$ cat src/rtl/ysyx_25040101_core_seq.sv
// Multi-cycle instruction sequencer for the RV32 core datapath.
// Steps each instruction through FETCH -> EXEC -> (MEM) -> WB. It latches the
// fetched word for the decoder and gates the register-file and PC writes.
// It halts on ebreak, traps bus timeouts and counts retired instructions.
module ysyx_25040101_core_seq #(
    parameter int unsigned TIMEOUT_CYCLES = 255,
    parameter logic [31:0] RESET_INST     = 32'h0000_0013
) (
    input  logic        clock,
    input  logic        reset,
    output logic        ifu_req_o,
    input  logic        ifu_rvalid_i,
    input  logic [31:0] ifu_inst_i,
    output logic [31:0] inst_o,
    input  logic        dec_rd_wen_i,
    input  logic        dec_mem_read_i,
    input  logic        dec_mem_write_i,
    input  logic        dec_ebreak_i,
    output logic        lsu_req_o,
    output logic        lsu_wen_o,
    input  logic        lsu_done_i,
    output logic        rd_wen_o,
    output logic        pc_wen_o,
    output logic        halt_o,
    output logic        fault_o,
    output logic [1:0]  fault_cause_o,
    output logic [31:0] minstret_o,
    output logic [2:0]  state_o
);

    typedef enum logic [2:0] {
        S_IDLE  = 3'd0,
        S_FETCH = 3'd1,
        S_EXEC  = 3'd2,
        S_MEM   = 3'd3,
        S_WB    = 3'd4,
        S_HALT  = 3'd5,
        S_FAULT = 3'd6
    } state_t;

    localparam logic [31:0] TIMEOUT_LIM = 32'(TIMEOUT_CYCLES);

    localparam logic [1:0] CAUSE_FETCH  = 2'b01;
    localparam logic [1:0] CAUSE_LSU    = 2'b10;
    localparam logic [1:0] CAUSE_DECODE = 2'b11;

    state_t      r_state;
    logic [31:0] r_inst;
    logic [31:0] r_minstret;
    logic [1:0]  r_cause;
    logic [31:0] r_cnt;

    logic [31:0] w_cnt_inc;
    logic        w_timeout;
    logic        w_mem_op;

    assign w_cnt_inc = r_cnt + 32'd1;
    // The wait cycle that brings the count up to the limit is the last one allowed.
    assign w_timeout = (w_cnt_inc == TIMEOUT_LIM);
    assign w_mem_op  = dec_mem_read_i | dec_mem_write_i;

    // Sequencer state, latched instruction, retire counter and fault cause.
    // NOTE: sequential state uses non-blocking (<=) so every register samples
    // pre-edge values; blocking here would create order-dependent races.
    always_ff @(posedge clock) begin
        if (reset) begin
            r_state    <= S_IDLE;
            r_inst     <= RESET_INST;
            r_minstret <= '0;
            r_cause    <= '0;
            r_cnt      <= '0;
        end else begin
            case (r_state)
                S_IDLE: begin
                    r_state <= S_FETCH;
                    r_cnt   <= '0;
                end
                S_FETCH: begin
                    // A response in the limit cycle still wins over the timeout.
                    if (ifu_rvalid_i) begin
                        r_inst  <= ifu_inst_i;
                        r_state <= S_EXEC;
                    end else if (w_timeout) begin
                        r_cause <= CAUSE_FETCH;
                        r_state <= S_FAULT;
                        r_cnt   <= w_cnt_inc;
                    end else begin
                        r_cnt   <= w_cnt_inc;
                    end
                end
                S_EXEC: begin
                    if (dec_mem_read_i && dec_mem_write_i) begin
                        r_cause <= CAUSE_DECODE;
                        r_state <= S_FAULT;
                    end else if (dec_ebreak_i) begin
                        r_minstret <= r_minstret + 32'd1;
                        r_state    <= S_HALT;
                    end else if (w_mem_op) begin
                        r_cnt   <= '0;
                        r_state <= S_MEM;
                    end else begin
                        r_state <= S_WB;
                    end
                end
                S_MEM: begin
                    if (lsu_done_i) begin
                        r_state <= S_WB;
                    end else if (w_timeout) begin
                        r_cause <= CAUSE_LSU;
                        r_state <= S_FAULT;
                        r_cnt   <= w_cnt_inc;
                    end else begin
                        r_cnt   <= w_cnt_inc;
                    end
                end
                S_WB: begin
                    r_minstret <= r_minstret + 32'd1;
                    r_cnt      <= '0;
                    r_state    <= S_FETCH;
                end
                S_HALT:  r_state <= S_HALT;
                S_FAULT: r_state <= S_FAULT;
                default: r_state <= S_IDLE;
            endcase
        end
    end

    // Moore decodes of the registered state; write enables pick up decoder hints.
    assign ifu_req_o     = (r_state == S_FETCH);
    assign lsu_req_o     = (r_state == S_MEM);
    assign lsu_wen_o     = (r_state == S_MEM) && dec_mem_write_i;
    assign rd_wen_o      = (r_state == S_WB) && dec_rd_wen_i;
    assign pc_wen_o      = (r_state == S_WB);
    assign halt_o        = (r_state == S_HALT);
    assign fault_o       = (r_state == S_FAULT);
    assign fault_cause_o = r_cause;
    assign minstret_o    = r_minstret;
    assign inst_o        = r_inst;
    assign state_o       = r_state;

endmodule

$ cat config.mk
export PLATFORM = sky130hd
export DESIGN_NAME = ysyx_25040101_core_seq
export DESIGN_NICKNAME = d
export VERILOG_FILES = /design/src/rtl/ysyx_25040101_core_seq.sv
export SDC_FILE = /design/constraint.sdc
export NUM_CORES = 1
export LEC_CHECK = 0
export CAP_MARGIN = 20
export CORE_ASPECT_RATIO = 1.1
export CORE_UTILIZATION = 50
export DETAILED_ROUTE_END_ITERATION = 10
export HOLD_SLACK_MARGIN = 0.12
export PLACE_DENSITY_LB_ADDON = 0.08
export SLEW_MARGIN = 20
export SYNTH_ARGS = -nofsm -noshare
export SYNTH_HDL_FRONTEND = slang
export SYNTH_SLANG_ARGS = --single-unit
$ cat constraint.sdc
create_clock -name clock -period 3.6 [get_ports clock]
set_input_delay 1.08 -clock clock [delete_from_list [all_inputs] [get_ports clock]]
set_output_delay 1.08 -clock clock [all_outputs]
set_load 0.01 [all_outputs]
Word level (Yosys, flattened, before mapping). Cells that the tools add are included.

Logic and storage cells: 58. Bits of input ports: 40. Register bits: 101. Output and inout port bits: 76.

Equality and inequality tests: 16. Reduce and logical (&&, ||, !) cells: 12. Multiplexer cells: 22. Add/sub/neg operators: 2. Bitwise gates (word level): 1.

Operators by type and width (count): 32-bit 2-to-1 mux (7); 32-bit case mux with 4 select lines (1); 32-bit by 1-bit adder with 32-bit output, second input constant (2); 32-bit case mux with 2 select lines (1); 32-bit by 8-bit equality test with 1-bit output, second input constant (1); 3-bit 2-to-1 mux (6); 3-bit case mux with 6 select lines (1); 2-bit != test, second input constant (7); 6-bit AND reduction (2); 2-bit 2-to-1 mux (5); 3-bit equality test, second input constant (3); 3-bit by 2-bit equality test with 1-bit output, second input constant (2); 2-bit case mux with 3 select lines (1); 2-bit by 1-bit != test with 1-bit output, second input constant (2); 4-bit nonzero test (1); 3-bit by 1-bit equality test with 1-bit output, second input constant (1); 1-bit logical AND (3); 3-bit zero test (1); 3-bit AND reduction (1); 3-bit nonzero test (1); 2-bit AND reduction (1); 2-bit nonzero test (1); 2-bit OR reduction (1); 1-bit bitwise OR (1).

Longest topological paths before layout.
Word-level depth: 5. Mapped depth: 11. Gate-level depth less buffers: 10.

Least setup slack after synthesis. OpenSTA, ideal clock, no wires.

Path kind: input-to-reg. From: input dec_mem_read_i. To: register r_minstret[25] (netlist: minstret_o[25]). Path slack: 749 ps. Stages: 8. Arrival: 2780 ps. Data required time: 3530 ps. Cells stage by stage: nand2_1 nand3_1 a21oi_2 nand4_1 nor2_1 nand4_1 or3_1 a21oi_1.

Word-level cells in the longest chain between the ends: 3.

RTL lines: from (decl) (line 16) `input logic dec_mem_read_i,`; 1-bit logical AND (line 92) `if (dec_mem_read_i && dec_mem_write_i) begin`; 2-bit != test (no source line); 3-bit AND reduction (no source line); to (signal assigned) (line 96) `r_minstret <= r_minstret + 32'd1;`; to (signal assigned) (line 117) `r_minstret <= r_minstret + 32'd1;`; to (decl) (line 49) `logic [31:0] r_minstret;`.

No other way between the ends. A chain may end at the register's enable or synchronous reset.

Final worst setup path.
From: input dec_mem_write_i. To: output lsu_wen_o.

Word-level cells in the longest chain between the ends: 1.

RTL lines: from (decl) (line 17) `input logic dec_mem_write_i,`; 1-bit logical AND (line 131) `assign lsu_wen_o = (r_state == S_MEM) && dec_mem_write_i;`; to (decl) (line 20) `output logic lsu_wen_o,`.

No other way between the ends.

==> results.sh <==
export IMPL_status="finished, final reports clean"
export IMPL_power_density_nw_per_um2=332
export IMPL_synth_nets=708
export IMPL_grt_max_degree=65
export IMPL_dpl_cell_area_sq_um=6390
export IMPL_initial_core_util_pct=52.1
export IMPL_setup_violations=0
export IMPL_min_period_ns=3.34
export IMPL_holdCritPathClass="reg2reg"
export IMPL_cp_required_ns=2.52
export IMPL_drtIter0Drc=167
export IMPL_fin_setup_tns_ns=0
export IMPL_max_stage_delay_ns=0.53
export IMPL_async_flop_share_pct=0
export IMPL_cp_cell_sequence="clkdlybuf4s50_1 > and3_1 > clkdlybuf4s50_1"
export IMPL_yosysWarnings=0
export IMPL_cts_setup_buffers=0
export IMPL_synth_area_sq_um=5170
export IMPL_yosysTopAreaCell="dfxtp_1"
export IMPL_crit_path_start_kind="input port"
export IMPL_nFillCells=845
export IMPL_post_route_util_pct=66.4
export IMPL_fmax_mhz=299
export IMPL_synth_avg_cell_area_sq_um=7.78
export IMPL_netlist_top_cells_count="dfxtp_1 (101), nand2_1 (101), a21oi_1 (79), nor2_1 (75), o21ai_0 (42)"
export IMPL_rows=38
export IMPL_synth_cell_types=58
export IMPL_io_pin_count=116
export IMPL_synth_seq_cells=101
export IMPL_cts_tree="built"
export IMPL_slew_viol_final=0
export IMPL_pre_cts_slack_ns=0.138
export IMPL_cts_buffers=9
export IMPL_place_congestion=0.890
export IMPL_layout_setup_ws_ns=0.260
export IMPL_p_leak_nw=2.22
export IMPL_via_per_inst=5.67
export IMPL_route_detailed_wl_per_inst_um=14.9
export IMPL_cp_data_arrival_time_ns=2.26
export IMPL_die_x_um=99.0
export IMPL_first_global_vias=4767
export IMPL_slowest_stage="clkdlybuf4s50_1"
export IMPL_fin_crit_sh_pct=92.8
export IMPL_max_slew_margin_pct=48.8
export IMPL_root_buffer="clkbuf_8"
export IMPL_regArea_sq_um=2020
export IMPL_critPathMaxFanout=3
export IMPL_irDropWorstVdd_v=0.000215
export IMPL_tightest_slew_ns=0.768
export IMPL_synth_edf_count=0
export IMPL_num_vias=5033
export IMPL_drive_above_1_share_pct=7.81
export IMPL_antenna_found_initial=0
export IMPL_area_growth_pct=27.5
export IMPL_multi_input_area_sq_um=2940
export IMPL_die_area_sq_um=10800
export IMPL_final_nets=808
export IMPL_crit_path_end_kind="output port"
export IMPL_layout_cells_non_filler=888
export IMPL_cts_max_path_buffers=2
export IMPL_clock_skew_ns=0.00886
export IMPL_finalWirelength_mm=13.2
export IMPL_synthFlopType="dfxtp_1"
export IMPL_drcViolationCount=0
export IMPL_cts_htree_levels=3
export IMPL_diodes=0
export IMPL_grt_ovfl_total=0
export IMPL_maxCapViolCount=0
export IMPL_path_clk_slew_ns=0.09
export IMPL_dpl_hpwl_mm=9.05
export IMPL_crit_type="in2out"
export IMPL_whs_ns=0.455
export IMPL_synth_top_area_share_pct=39.1
export IMPL_dr_pass1_iters=4
export IMPL_antenna_left=0
export IMPL_place_inst=874
export IMPL_die_h_um=109
export IMPL_port_buffers=115
export IMPL_rsz0062_at_grt="false"
export IMPL_critPathMostFrequentCell="clkdlybuf4s50_1"
export IMPL_synthTopCellsByArea="dfxtp_1 (39%), a21oi_1 (7.6%), nand2_1 (7.3%)"
export IMPL_synth_yosys_seq_area_share_pct=39.1
export IMPL_grt_pass1_wl_mm=22.6
export IMPL_clock_latency_ns=0.36
export IMPL_grt_util_all_layers_pct=25.8
export IMPL_fin_area_sq_um=6590
export IMPL_clock_sinks=101
export IMPL_hold_viol=0
export IMPL_synth_cells=665
export IMPL_power_total_mw=2.19
export IMPL_core_sq_um=9940
==> sequential cells by signal, indices dropped and copies added (netlist names) <==
| signal | count |
|---|---|
| fault_cause_o | 2 |
| inst_o | 32 |
| state_o | 3 |
| r_cnt | 32 |
| minstret_o | 32 |
==> cell type report <==
class	count	area share, %
multi-input cells	517	44.5
flip-flops and latches	101	30.7
repair buffers	128	19.1
clock buffers	13	2.56
well taps	120	2.28
clock inverters	1	0.455
inverters	8	0.455
==> cell families after synthesis <==
logic type               count (synthesis)  share of synthesized area, %
buffers and inverters                   47                          4.31
XOR/XNOR                                37                          6.27
AND/OR/NAND/NOR                        331                          33.6
flip-flops                             101                          39.1
AO/OA/AOI/OAI                          140                          14.7
adder cells (fa/ha/maj)                  4                         0.919
multiplexers                             5                          1.06
==> routing by layer <==
layer | track usage, % | wire length (um) | vias up
met4 | 9.06 | 209 | 0
met5 | 0 | 0 | -
met3 | 7.44 | 826 | 14
met2 | 44.1 | 6480 | 103
met1 | 31.2 | 5700 | 2394
li1 | - | - | 2522
==> placed cells by master, fill, tap and decap left out, types with 3 or more instances in the layout <==
| cell type | synthesis | final |
|---|---|---|
| nand3_1 | 19 | 19 |
| dfxtp_1 | 101 | 101 |
| and3_1 | 13 | 13 |
| nor2b_1 | 7 | 7 |
| and4_1 | 3 | 3 |
| or4_1 | 8 | 8 |
| nor4_1 | 6 | 6 |
| a21oi_1 | 79 | 78 |
| nand4b_1 | 3 | 3 |
| o21ai_0 | 42 | 42 |
| ha_1 | 3 | 3 |
| or2_2 | 3 | 3 |
| nor2_1 | 75 | 75 |
| xor2_1 | 13 | 13 |
| nand2b_1 | 5 | 5 |
| nor4_2 | 4 | 4 |
| clkbuf_8 | 0 | 12 |
| mux2i_1 | 3 | 3 |
| a31o_2 | 3 | 3 |
| a31oi_1 | 5 | 5 |
| xnor2_1 | 24 | 24 |
| nand4_1 | 17 | 17 |
| nor3_1 | 16 | 15 |
| nand2_1 | 101 | 101 |
| nand3b_1 | 11 | 11 |
| buf_4 | 4 | 12 |
| inv_1 | 8 | 8 |
| clkdlybuf4s50_1 | 0 | 114 |
| and2_1 | 4 | 4 |
| or3_1 | 18 | 18 |
==> power breakdown <==
group | internal [mW] | switching (mW)
clock network | 0.372 | 0.373
registers | 1.14 | 0.0231
logic | 0.135 | 0.146
total | 1.65 | 0.543
==> worst max-delay path: cells and delay by family <==
| kind | cells | cell delay [ns] |
|---|---|---|
| simple gates | 1 | 0.16 |
| buf+inv | 2 | 1.02 |
==> worst paths after layout <==
kind              slack, ns  depth (start not counted)               end       startpoint
setup / recovery       0.26                          3         lsu_wen_o  dec_mem_write_i
hold reg to reg        0.46                          2         inst_o[6]        inst_o[6]
setup reg to reg       0.37                         10  fault_cause_o[0]         r_cnt[0]
hold / removal         0.46                          2         inst_o[6]        inst_o[6]
==> repair_timing <==
action / CTS / global route
hold endpoints to repair: 0 / 0
gates resized for setup: 0 / 1
setup endpoints to repair: 0 / 1
hold buffers: 0 / 0
Note: power is estimated with default switching activity, not from simulation.
